==> src/rtl/seg7_mux_counter_pkg.sv <==
// Purpose: shared constants and helpers for the seg7_mux_counter slice:
//   BCD digit width, 7-segment patterns ({dp,g,f,e,d,c,b,a}, active-high),
//   the BCD-to-segment encoder and the per-digit load clamp.
// Ports: none (package).
package seg7_mux_counter_pkg;

  localparam int unsigned BCD_W = 4;
  localparam int unsigned SEG_W = 8;

  localparam logic [SEG_W-1:0] SEG_0     = 8'h3F;
  localparam logic [SEG_W-1:0] SEG_1     = 8'h06;
  localparam logic [SEG_W-1:0] SEG_2     = 8'h5B;
  localparam logic [SEG_W-1:0] SEG_3     = 8'h4F;
  localparam logic [SEG_W-1:0] SEG_4     = 8'h66;
  localparam logic [SEG_W-1:0] SEG_5     = 8'h6D;
  localparam logic [SEG_W-1:0] SEG_6     = 8'h7D;
  localparam logic [SEG_W-1:0] SEG_7     = 8'h07;
  localparam logic [SEG_W-1:0] SEG_8     = 8'h7F;
  localparam logic [SEG_W-1:0] SEG_9     = 8'h6F;
  localparam logic [SEG_W-1:0] SEG_BLANK = 8'h00;

  // BCD digit to segment pattern; non-BCD codes show nothing
  function automatic logic [SEG_W-1:0] seg7_encode(input logic [BCD_W-1:0] bcd);
    logic [SEG_W-1:0] seg;
    case (bcd)
      4'd0:    seg = SEG_0;
      4'd1:    seg = SEG_1;
      4'd2:    seg = SEG_2;
      4'd3:    seg = SEG_3;
      4'd4:    seg = SEG_4;
      4'd5:    seg = SEG_5;
      4'd6:    seg = SEG_6;
      4'd7:    seg = SEG_7;
      4'd8:    seg = SEG_8;
      4'd9:    seg = SEG_9;
      default: seg = SEG_BLANK;
    endcase
    return seg;
  endfunction

  // Saturate a nibble to a legal BCD digit
  function automatic logic [BCD_W-1:0] bcd_clamp(input logic [BCD_W-1:0] v);
    return (v > 4'd9) ? 4'd9 : v;
  endfunction

endpackage

==> src/rtl/seg7_mux_counter_if.sv <==
// Purpose: control/status bundle of seg7_mux_counter.
//   master (controller side) drives en, up_dn, clr, load, load_val and
//   observes count_bcd, wrap, seg, an; slave is the counter itself.
interface seg7_mux_counter_if #(
  parameter int unsigned NUM_DIGITS = 4
);
  localparam int unsigned CNT_W = seg7_mux_counter_pkg::BCD_W * NUM_DIGITS;
  localparam int unsigned SEG_W = seg7_mux_counter_pkg::SEG_W;

  logic                  en;
  logic                  up_dn;
  logic                  clr;
  logic                  load;
  logic [CNT_W-1:0]      load_val;
  logic [CNT_W-1:0]      count_bcd;
  logic                  wrap;
  logic [SEG_W-1:0]      seg;
  logic [NUM_DIGITS-1:0] an;

  modport master (
    output en, up_dn, clr, load, load_val,
    input  count_bcd, wrap, seg, an
  );

  modport slave (
    input  en, up_dn, clr, load, load_val,
    output count_bcd, wrap, seg, an
  );
endinterface

==> src/rtl/seg7_mux_counter_bcd_digit.sv <==
// Purpose: one BCD up/down digit with synchronous clear and clamped load.
// Ports:
//   clk, rst        clock, asynchronous active-low reset
//   i_clr, i_load   synchronous clear / load (clear wins)
//   i_load_val      nibble to load, clamped to 9
//   i_up            1 = increment, 0 = decrement
//   i_cin           step request from the digit below (or the tick)
//   o_digit         current digit value (register)
//   o_cout_c        step request for the digit above (combinational)
module seg7_mux_counter_bcd_digit
  import seg7_mux_counter_pkg::*;
(
  input  logic             clk,
  input  logic             rst,
  input  logic             i_clr,
  input  logic             i_load,
  input  logic [BCD_W-1:0] i_load_val,
  input  logic             i_up,
  input  logic             i_cin,
  output logic [BCD_W-1:0] o_digit,
  output logic             o_cout_c
);

  logic [BCD_W-1:0] r_digit;
  logic             w_at_limit;

  // 9 when counting up, 0 when counting down: this step wraps the digit
  assign w_at_limit = i_up ? (r_digit == 4'd9) : (r_digit == 4'd0);
  assign o_cout_c   = i_cin & w_at_limit;
  assign o_digit    = r_digit;

  always_ff @(posedge clk or negedge rst) begin
    if (!rst) begin
      r_digit <= '0;
    end else if (i_clr) begin
      r_digit <= '0;
    end else if (i_load) begin
      r_digit <= bcd_clamp(i_load_val);
    end else if (i_cin) begin
      if (i_up) r_digit <= w_at_limit ? 4'd0 : r_digit + 4'd1;
      else      r_digit <= w_at_limit ? 4'd9 : r_digit - 4'd1;
    end
  end

endmodule

==> src/rtl/seg7_mux_counter.sv <==
// Purpose: N-digit BCD up/down counter driving a time-multiplexed 7-segment
//   display, with prescaler, scan divider, leading-zero blanking and a
//   wrap pulse on roll-over / roll-under.
// Ports:
//   clk   system clock, rising edge
//   rst   asynchronous active-low reset
//   bus   slave side of seg7_mux_counter_if (en, up_dn, clr, load, load_val
//         in; count_bcd, wrap, seg, an out)
module seg7_mux_counter
  import seg7_mux_counter_pkg::*;
#(
  parameter int unsigned NUM_DIGITS     = 4,
  parameter int unsigned CLK_DIV        = 1,
  parameter int unsigned SCAN_DIV       = 1,
  parameter bit          SEG_ACTIVE_LOW = 1'b0,
  parameter bit          BLANK_LZ       = 1'b1
) (
  input  logic                clk,
  input  logic                rst,
  seg7_mux_counter_if.slave   bus
);

  localparam int unsigned CNT_W = BCD_W * NUM_DIGITS;
  localparam int unsigned PRE_W = (CLK_DIV > 1) ? $clog2(CLK_DIV) : 1;
  localparam int unsigned SCN_W = (SCAN_DIV > 1) ? $clog2(SCAN_DIV) : 1;
  localparam int unsigned IDX_W = (NUM_DIGITS > 1) ? $clog2(NUM_DIGITS) : 1;

  localparam logic [PRE_W-1:0] PRE_MAX = PRE_W'(CLK_DIV - 1);
  localparam logic [SCN_W-1:0] SCN_MAX = SCN_W'(SCAN_DIV - 1);
  localparam logic [IDX_W-1:0] IDX_MAX = IDX_W'(NUM_DIGITS - 1);

  logic [PRE_W-1:0]      r_presc;
  logic                  w_tick;
  logic [NUM_DIGITS:0]   w_carry;
  logic [CNT_W-1:0]      w_count;
  logic                  r_wrap;
  logic [SCN_W-1:0]      r_scan_cnt;
  logic [IDX_W-1:0]      r_idx;
  logic [NUM_DIGITS-1:0] w_zero_from;
  logic [BCD_W-1:0]      w_sel_digit;
  logic                  w_sel_blank;
  logic [SEG_W-1:0]      w_seg_next;
  logic [SEG_W-1:0]      r_seg;
  logic [NUM_DIGITS-1:0] r_an;

  // Count-tick prescaler; frozen while paused, restarted by clr/load
  assign w_tick = bus.en && (r_presc == PRE_MAX);

  always_ff @(posedge clk or negedge rst) begin
    if (!rst)                      r_presc <= '0;
    else if (bus.clr || bus.load)  r_presc <= '0;
    else if (bus.en)               r_presc <= w_tick ? '0 : r_presc + PRE_W'(1);
  end

  // Digit chain: the tick enters digit 0 and ripples while digits sit at their limit
  assign w_carry[0] = w_tick;

  for (genvar k = 0; k < NUM_DIGITS; k++) begin : g_digit
    seg7_mux_counter_bcd_digit u_digit (
      .clk        (clk),
      .rst        (rst),
      .i_clr      (bus.clr),
      .i_load     (bus.load),
      .i_load_val (bus.load_val[k*BCD_W +: BCD_W]),
      .i_up       (bus.up_dn),
      .i_cin      (w_carry[k]),
      .o_digit    (w_count[k*BCD_W +: BCD_W]),
      .o_cout_c   (w_carry[k+1])
    );
    // Digit k and everything above it are zero
    assign w_zero_from[k] = ~|w_count[CNT_W-1:k*BCD_W];
  end

  // Carry out of the top digit is the wrap, unless clr/load overrides the step
  always_ff @(posedge clk or negedge rst) begin
    if (!rst) r_wrap <= 1'b0;
    else      r_wrap <= w_carry[NUM_DIGITS] && !bus.clr && !bus.load;
  end

  // Digit scan, free-running regardless of en/clr/load
  always_ff @(posedge clk or negedge rst) begin
    if (!rst) begin
      r_scan_cnt <= '0;
      r_idx      <= '0;
    end else if (r_scan_cnt == SCN_MAX) begin
      r_scan_cnt <= '0;
      r_idx      <= (r_idx == IDX_MAX) ? '0 : r_idx + IDX_W'(1);
    end else begin
      r_scan_cnt <= r_scan_cnt + SCN_W'(1);
    end
  end

  // Segment pattern for the currently selected digit
  assign w_sel_digit = w_count[BCD_W*int'(r_idx) +: BCD_W];
  assign w_sel_blank = BLANK_LZ && (r_idx != '0) && w_zero_from[r_idx];
  assign w_seg_next  = w_sel_blank ? SEG_BLANK : seg7_encode(w_sel_digit);

  always_ff @(posedge clk or negedge rst) begin
    if (!rst) begin
      r_seg <= SEG_0;
      r_an  <= NUM_DIGITS'(1);
    end else begin
      r_seg <= w_seg_next;
      r_an  <= NUM_DIGITS'(1) << r_idx;
    end
  end

  // Pin polarity; dp bit stays at its inactive level
  assign bus.seg       = r_seg ^ {SEG_W{SEG_ACTIVE_LOW}};
  assign bus.an        = r_an ^ {NUM_DIGITS{SEG_ACTIVE_LOW}};
  assign bus.count_bcd = w_count;
  assign bus.wrap      = r_wrap;

endmodule
==> src/flat_wrapper.sv <==
// flat-port wrapper written by rule: the top's interface ports become plain ports
module seg7_mux_counter_flat import seg7_mux_counter_pkg::*;
#(
  parameter int unsigned NUM_DIGITS     = 4,
  parameter int unsigned CLK_DIV        = 1,
  parameter int unsigned SCAN_DIV       = 1,
  parameter bit          SEG_ACTIVE_LOW = 1'b0,
  parameter bit          BLANK_LZ       = 1'b1
)
  (clk, rst, bus_en, bus_up_dn, bus_clr, bus_load, bus_load_val, bus_count_bcd, bus_wrap, bus_seg, bus_an);
  seg7_mux_counter_if #(.NUM_DIGITS(NUM_DIGITS)) bus_i ();
  input  logic clk;
  input  logic rst;
  input wire logic [$bits(bus_i.en)-1:0] bus_en;
  input wire logic [$bits(bus_i.up_dn)-1:0] bus_up_dn;
  input wire logic [$bits(bus_i.clr)-1:0] bus_clr;
  input wire logic [$bits(bus_i.load)-1:0] bus_load;
  input wire logic [$bits(bus_i.load_val)-1:0] bus_load_val;
  output wire logic [$bits(bus_i.count_bcd)-1:0] bus_count_bcd;
  output wire logic [$bits(bus_i.wrap)-1:0] bus_wrap;
  output wire logic [$bits(bus_i.seg)-1:0] bus_seg;
  output wire logic [$bits(bus_i.an)-1:0] bus_an;
  assign bus_i.en = bus_en;
  assign bus_i.up_dn = bus_up_dn;
  assign bus_i.clr = bus_clr;
  assign bus_i.load = bus_load;
  assign bus_i.load_val = bus_load_val;
  assign bus_count_bcd = bus_i.count_bcd;
  assign bus_wrap = bus_i.wrap;
  assign bus_seg = bus_i.seg;
  assign bus_an = bus_i.an;
  seg7_mux_counter #(.NUM_DIGITS(NUM_DIGITS), .CLK_DIV(CLK_DIV), .SCAN_DIV(SCAN_DIV), .SEG_ACTIVE_LOW(SEG_ACTIVE_LOW), .BLANK_LZ(BLANK_LZ)) u_core (.clk(clk), .rst(rst), .bus(bus_i));
endmodule
==> config.mk <==
export PLATFORM = sky130hd
export DESIGN_NAME = seg7_mux_counter_flat
export DESIGN_NICKNAME = d
export VERILOG_FILES = /design/src/rtl/seg7_mux_counter_pkg.sv /design/src/rtl/seg7_mux_counter_if.sv /design/src/rtl/seg7_mux_counter_bcd_digit.sv /design/src/rtl/seg7_mux_counter.sv /design/src/flat_wrapper.sv
export SDC_FILE = /design/constraint.sdc
export NUM_CORES = 1
export LEC_CHECK = 0
export CAP_MARGIN = 20
export CORE_MARGIN = 5
export CORE_UTILIZATION = 35
export CTS_CLUSTER_DIAMETER = 40
export CTS_CLUSTER_SIZE = 24
export DETAILED_ROUTE_END_ITERATION = 8
export HOLD_SLACK_MARGIN = 0.06
export PLACE_DENSITY_LB_ADDON = 0.12
export SYNTH_ARGS = -nofsm -noshare
export SYNTH_HDL_FRONTEND = slang
export SYNTH_SLANG_ARGS = --single-unit
==> constraint.sdc <==
create_clock -name clk -period 3.16 [get_ports clk]
set_input_delay 0.316 -clock clk [delete_from_list [all_inputs] [get_ports clk]]
set_output_delay 0.316 -clock clk [all_outputs]
set_load 0.05 [all_outputs]
==> results_dict.tcl <==
set metrics [dict create \
    remaining_drc_errors 0 \
    yosys.area_share.adder_pct 9.87 \
    rows 31 \
    cp-end-kind "flip-flop" \
    power_frac_seq_pct 35.6 \
    ys_warn_count 0 \
    drv_cap 0 \
    grt_pass1_wl_mm 10.9 \
    grtUsageTotal_pct 15.3 \
    fin_tns_setup_ns 0 \
    irDropWorstVdd_uv 171 \
    core_region_area_um2 7140 \
    syn_area_um2 2540 \
    cp_max_fo 10 \
    power.leakage_nw 1.29 \
    tightest_slew_ns 0.564 \
    power.density_nw_per_um2 433 \
    synth_xor_area_share_pct 2.07 \
    worst_clock_skew_ns 0.00464 \
    hold_slack_ns 0.426 \
    synth-simple-area-share_pct 19.9 \
    critical_path_arrival_ns 2.48 \
    synth_edf_count 0 \
    placed_area_um2 3060 \
    ant_nets 0 \
    ys_seq_elements 31 \
    die-height_um 95.1 \
    final_hold_viol_count 0 \
    timing.final.crit_period_ns 2.32 \
    drv_slew 0 \
    dr_total_vias 2227 \
    cts.sinks 31 \
    cp_cell_sequence "inv_1, ha_1, nor3b_1, nor4bb_1, o2111ai_1, a21oi_1, nor2_1" \
    post_cts_buffers 0 \
    io_pins 51 \
    fmax_mhz 430 \
    via_per_inst 5.28 \
    synthTopCellsByArea "dfrtp_1, ha_1, dfstp_2, a21oi_1, nor2_1" \
    wl_per_cell_um 15.4 \
    grt_max_degree 32 \
    rsz0062_at_grt "no" \
    grt_overflow_total 0 \
    maxSlewHeadroom_pct 62.4 \
    synth_compound_area_share_pct 22.9 \
    cts_root_buffer "clkbuf_8" \
    syn_nets 321 \
    cp_data_required_time_ns 3.31 \
    postRouteWirelength_mm 6.50 \
    finalCritPeriodShare_pct 73.6 \
    p_sw_uw 495 \
    avgSynthCellArea_um2 9.09 \
    synthToLayoutAreaGrowth_pct 25.3 \
    n_antenna_cell 0 \
    grt_pass1_vias 2174 \
    io_buffers 49 \
    synth_top_area_share_pct 23.7 \
    switching_share_pct 36.0 \
    critPathMaxStageDelay_ns 0.52 \
    clk_pin_slew_ns 0.07 \
    p_comb_share_pct 34.5 \
    antenna_found_initial 0 \
    synth_cell_types 66 \
    synth_ff_type "dfrtp_1" \
    ctsHtreeMaxLevel 2 \
    dr.pass1.iters 4 \
    ctsResizeCount 0 \
    worstHoldPathType "in -> async" \
    place_congestion 0.833 \
    total_power_mw 1.38 \
    layout-drive-gt1-share_pct 13.0 \
    drt_iter0_drc 148 \
    design.die.area_um2 9050 \
    hpwl_mm 4.80 \
    worstSetupPathType "reg -> reg" \
    start_util_pct 35.5 \
    muxShareOfSynthArea_pct 6.31 \
    seq_area_frac_synth_pct 30.9 \
    final_area_um2 3180 \
    yosys.area.top_type "dfrtp_1" \
    p_clk_share_pct 29.9 \
    cts.hold.buffers_added 0 \
    final_nets 364 \
    setup_viol 0 \
    die-width_um 95.1 \
    p_int_uw 881 \
    async_flop_share_pct 100 \
    synth_cells 279 \
    slowest_stage "dfrtp_1" \
    numCtsBuffers 5 \
    synth_top_family_by_area "compound AO/OA/AOI/OAI gates" \
    cts_tree "built" \
    clockBufferDepth 2 \
    critPathLaunchType "flip-flop" \
    status "finished clean" \
    clk-insertion-delay-late_ns 0.29 \
]
[per-layer routing]
layer | track usage (%) | share of wire [%]
met1 | 20.7 | 46
met4 | 5.29 | 1.5
met2 | 23.9 | 47
met5 | 0 | 0
met3 | 3.39 | 5.3
[critical path, delay by kind of cell (launching register included)]
family          cells  cell delay [ns]
simple gates        3             0.71
compound gates      2             0.61
flops               1             0.52
fa+ha+maj           1             0.23
buf+inv             1             0.11
[logic make-up after synthesis]
| family | Yosys count |
|---|---|
| simple gates | 92 |
| flops | 31 |
| fa+ha+maj | 20 |
| buf+inv | 37 |
| mux | 12 |
| xor+xnor | 6 |
| other cells | 1 |
| compound gates | 80 |
[metrics by stage]
step                setup slack (ns)  cells  utilization (%)
floorplan                      0.867    279                -
global placement               0.745    414             42.9
detailed placement             0.679    414             42.9
CTS                            0.839    422             44.5
global route                   0.651    422             44.5
finish                         0.835    422             44.5
[path summary, 6_finish.rpt]
kind | start | slack [ns] | cells past startpoint | end
max | u_core.g_digit[2].u_digit.o_digit[0] | 0.84 | 7 | u_core.bus.seg[6]
min | rst | 0.43 | 2 | u_core.g_digit[3].u_digit.o_digit[0]
max reg2reg | u_core.g_digit[2].u_digit.o_digit[0] | 0.84 | 7 | u_core.bus.seg[6]
min reg2reg | u_core.r_presc | 0.56 | 1 | u_core.r_presc
max in group asynchronous | rst | 2.41 | 2 | u_core.bus.seg[1]
min in group clk | u_core.r_presc | 0.56 | 1 | u_core.r_presc
[synthesized netlist by cell type (2+ instances only)]
master and number:
nand2_1 19, o31ai_1 5, nor2_1 20, dfrtp_1 24, or3b_2 3, a311oi_1 2, nand4b_1 2, xor2_1 5
mux2i_1 7, o2111ai_1 2, a31oi_1 4, nand3b_1 3, dfstp_2 7, buf_4 2, o21ai_0 9, nor3_1 9
nor4_1 2, a2bb2oi_1 2, clkbuf_1 6, a21oi_1 23, nor2b_1 2, nor3b_1 3, a32oi_1 2, a22oi_1 3
nand2b_1 5, mux2_2 2, mux4_2 3, o311ai_0 2, buf_6 5, buf_2 3, a21o_1 4, a211oi_1 3
inv_1 19, nand3_1 13, o21a_1 3, ha_1 20, a21oi_2 2
[power groups by stage]
stage	clock (mW)	combinational (mW)	sequential (mW)
floorplan	0	0.243	0.582
global placement	0	0.473	0.497
detailed placement	0	0.475	0.497
CTS	0.424	0.477	0.490
global route	0.441	0.515	0.497
finish	0.412	0.475	0.489
[layout by cell type, fill, tap and decap left out, types with 3 or more instances in the layout]
cell type / netlist / routed
clkdlybuf4s50_1: 0 / 49
dfrtp_1: 24 / 24
a21oi_1: 23 / 23
nor2_1: 20 / 20
ha_1: 20 / 20
inv_1: 19 / 19
nand2_1: 19 / 19
nand3_1: 13 / 13
o21ai_0: 9 / 9
nor3_1: 9 / 9
mux2i_1: 7 / 7
dfstp_2: 7 / 7
clkbuf_8: 1 / 6
nand2b_1: 5 / 5
xor2_1: 5 / 5
o31ai_1: 5 / 5
buf_4: 2 / 5
a21o_1: 4 / 4
a31oi_1: 4 / 4
mux4_2: 3 / 3
nor3b_1: 3 / 3
o21a_1: 3 / 3
or3b_2: 3 / 3
a22oi_1: 3 / 3
nand3b_1: 3 / 3
a211oi_1: 3 / 3
[area by class of cell]
type	instances	area, um2
clock buffers	6	82.6
fillers	715	3960
flip-flops and latches	31	785
multi-input cells	211	1550
inverters	19	71.3
well taps	99	124
repair buffers	54	528
clock inverters	2	35.0
[registers in the layout, indices dropped and copies added (netlist names)]
signal,cells
u_core.r_presc,1
u_core.bus.seg,7
u_core.bus.wrap,1
u_core.bus.an,4
u_core.g_digit.u_digit.o_digit,16
u_core.r_idx,2
No activity file was read; power rests on OpenSTA's default activity.
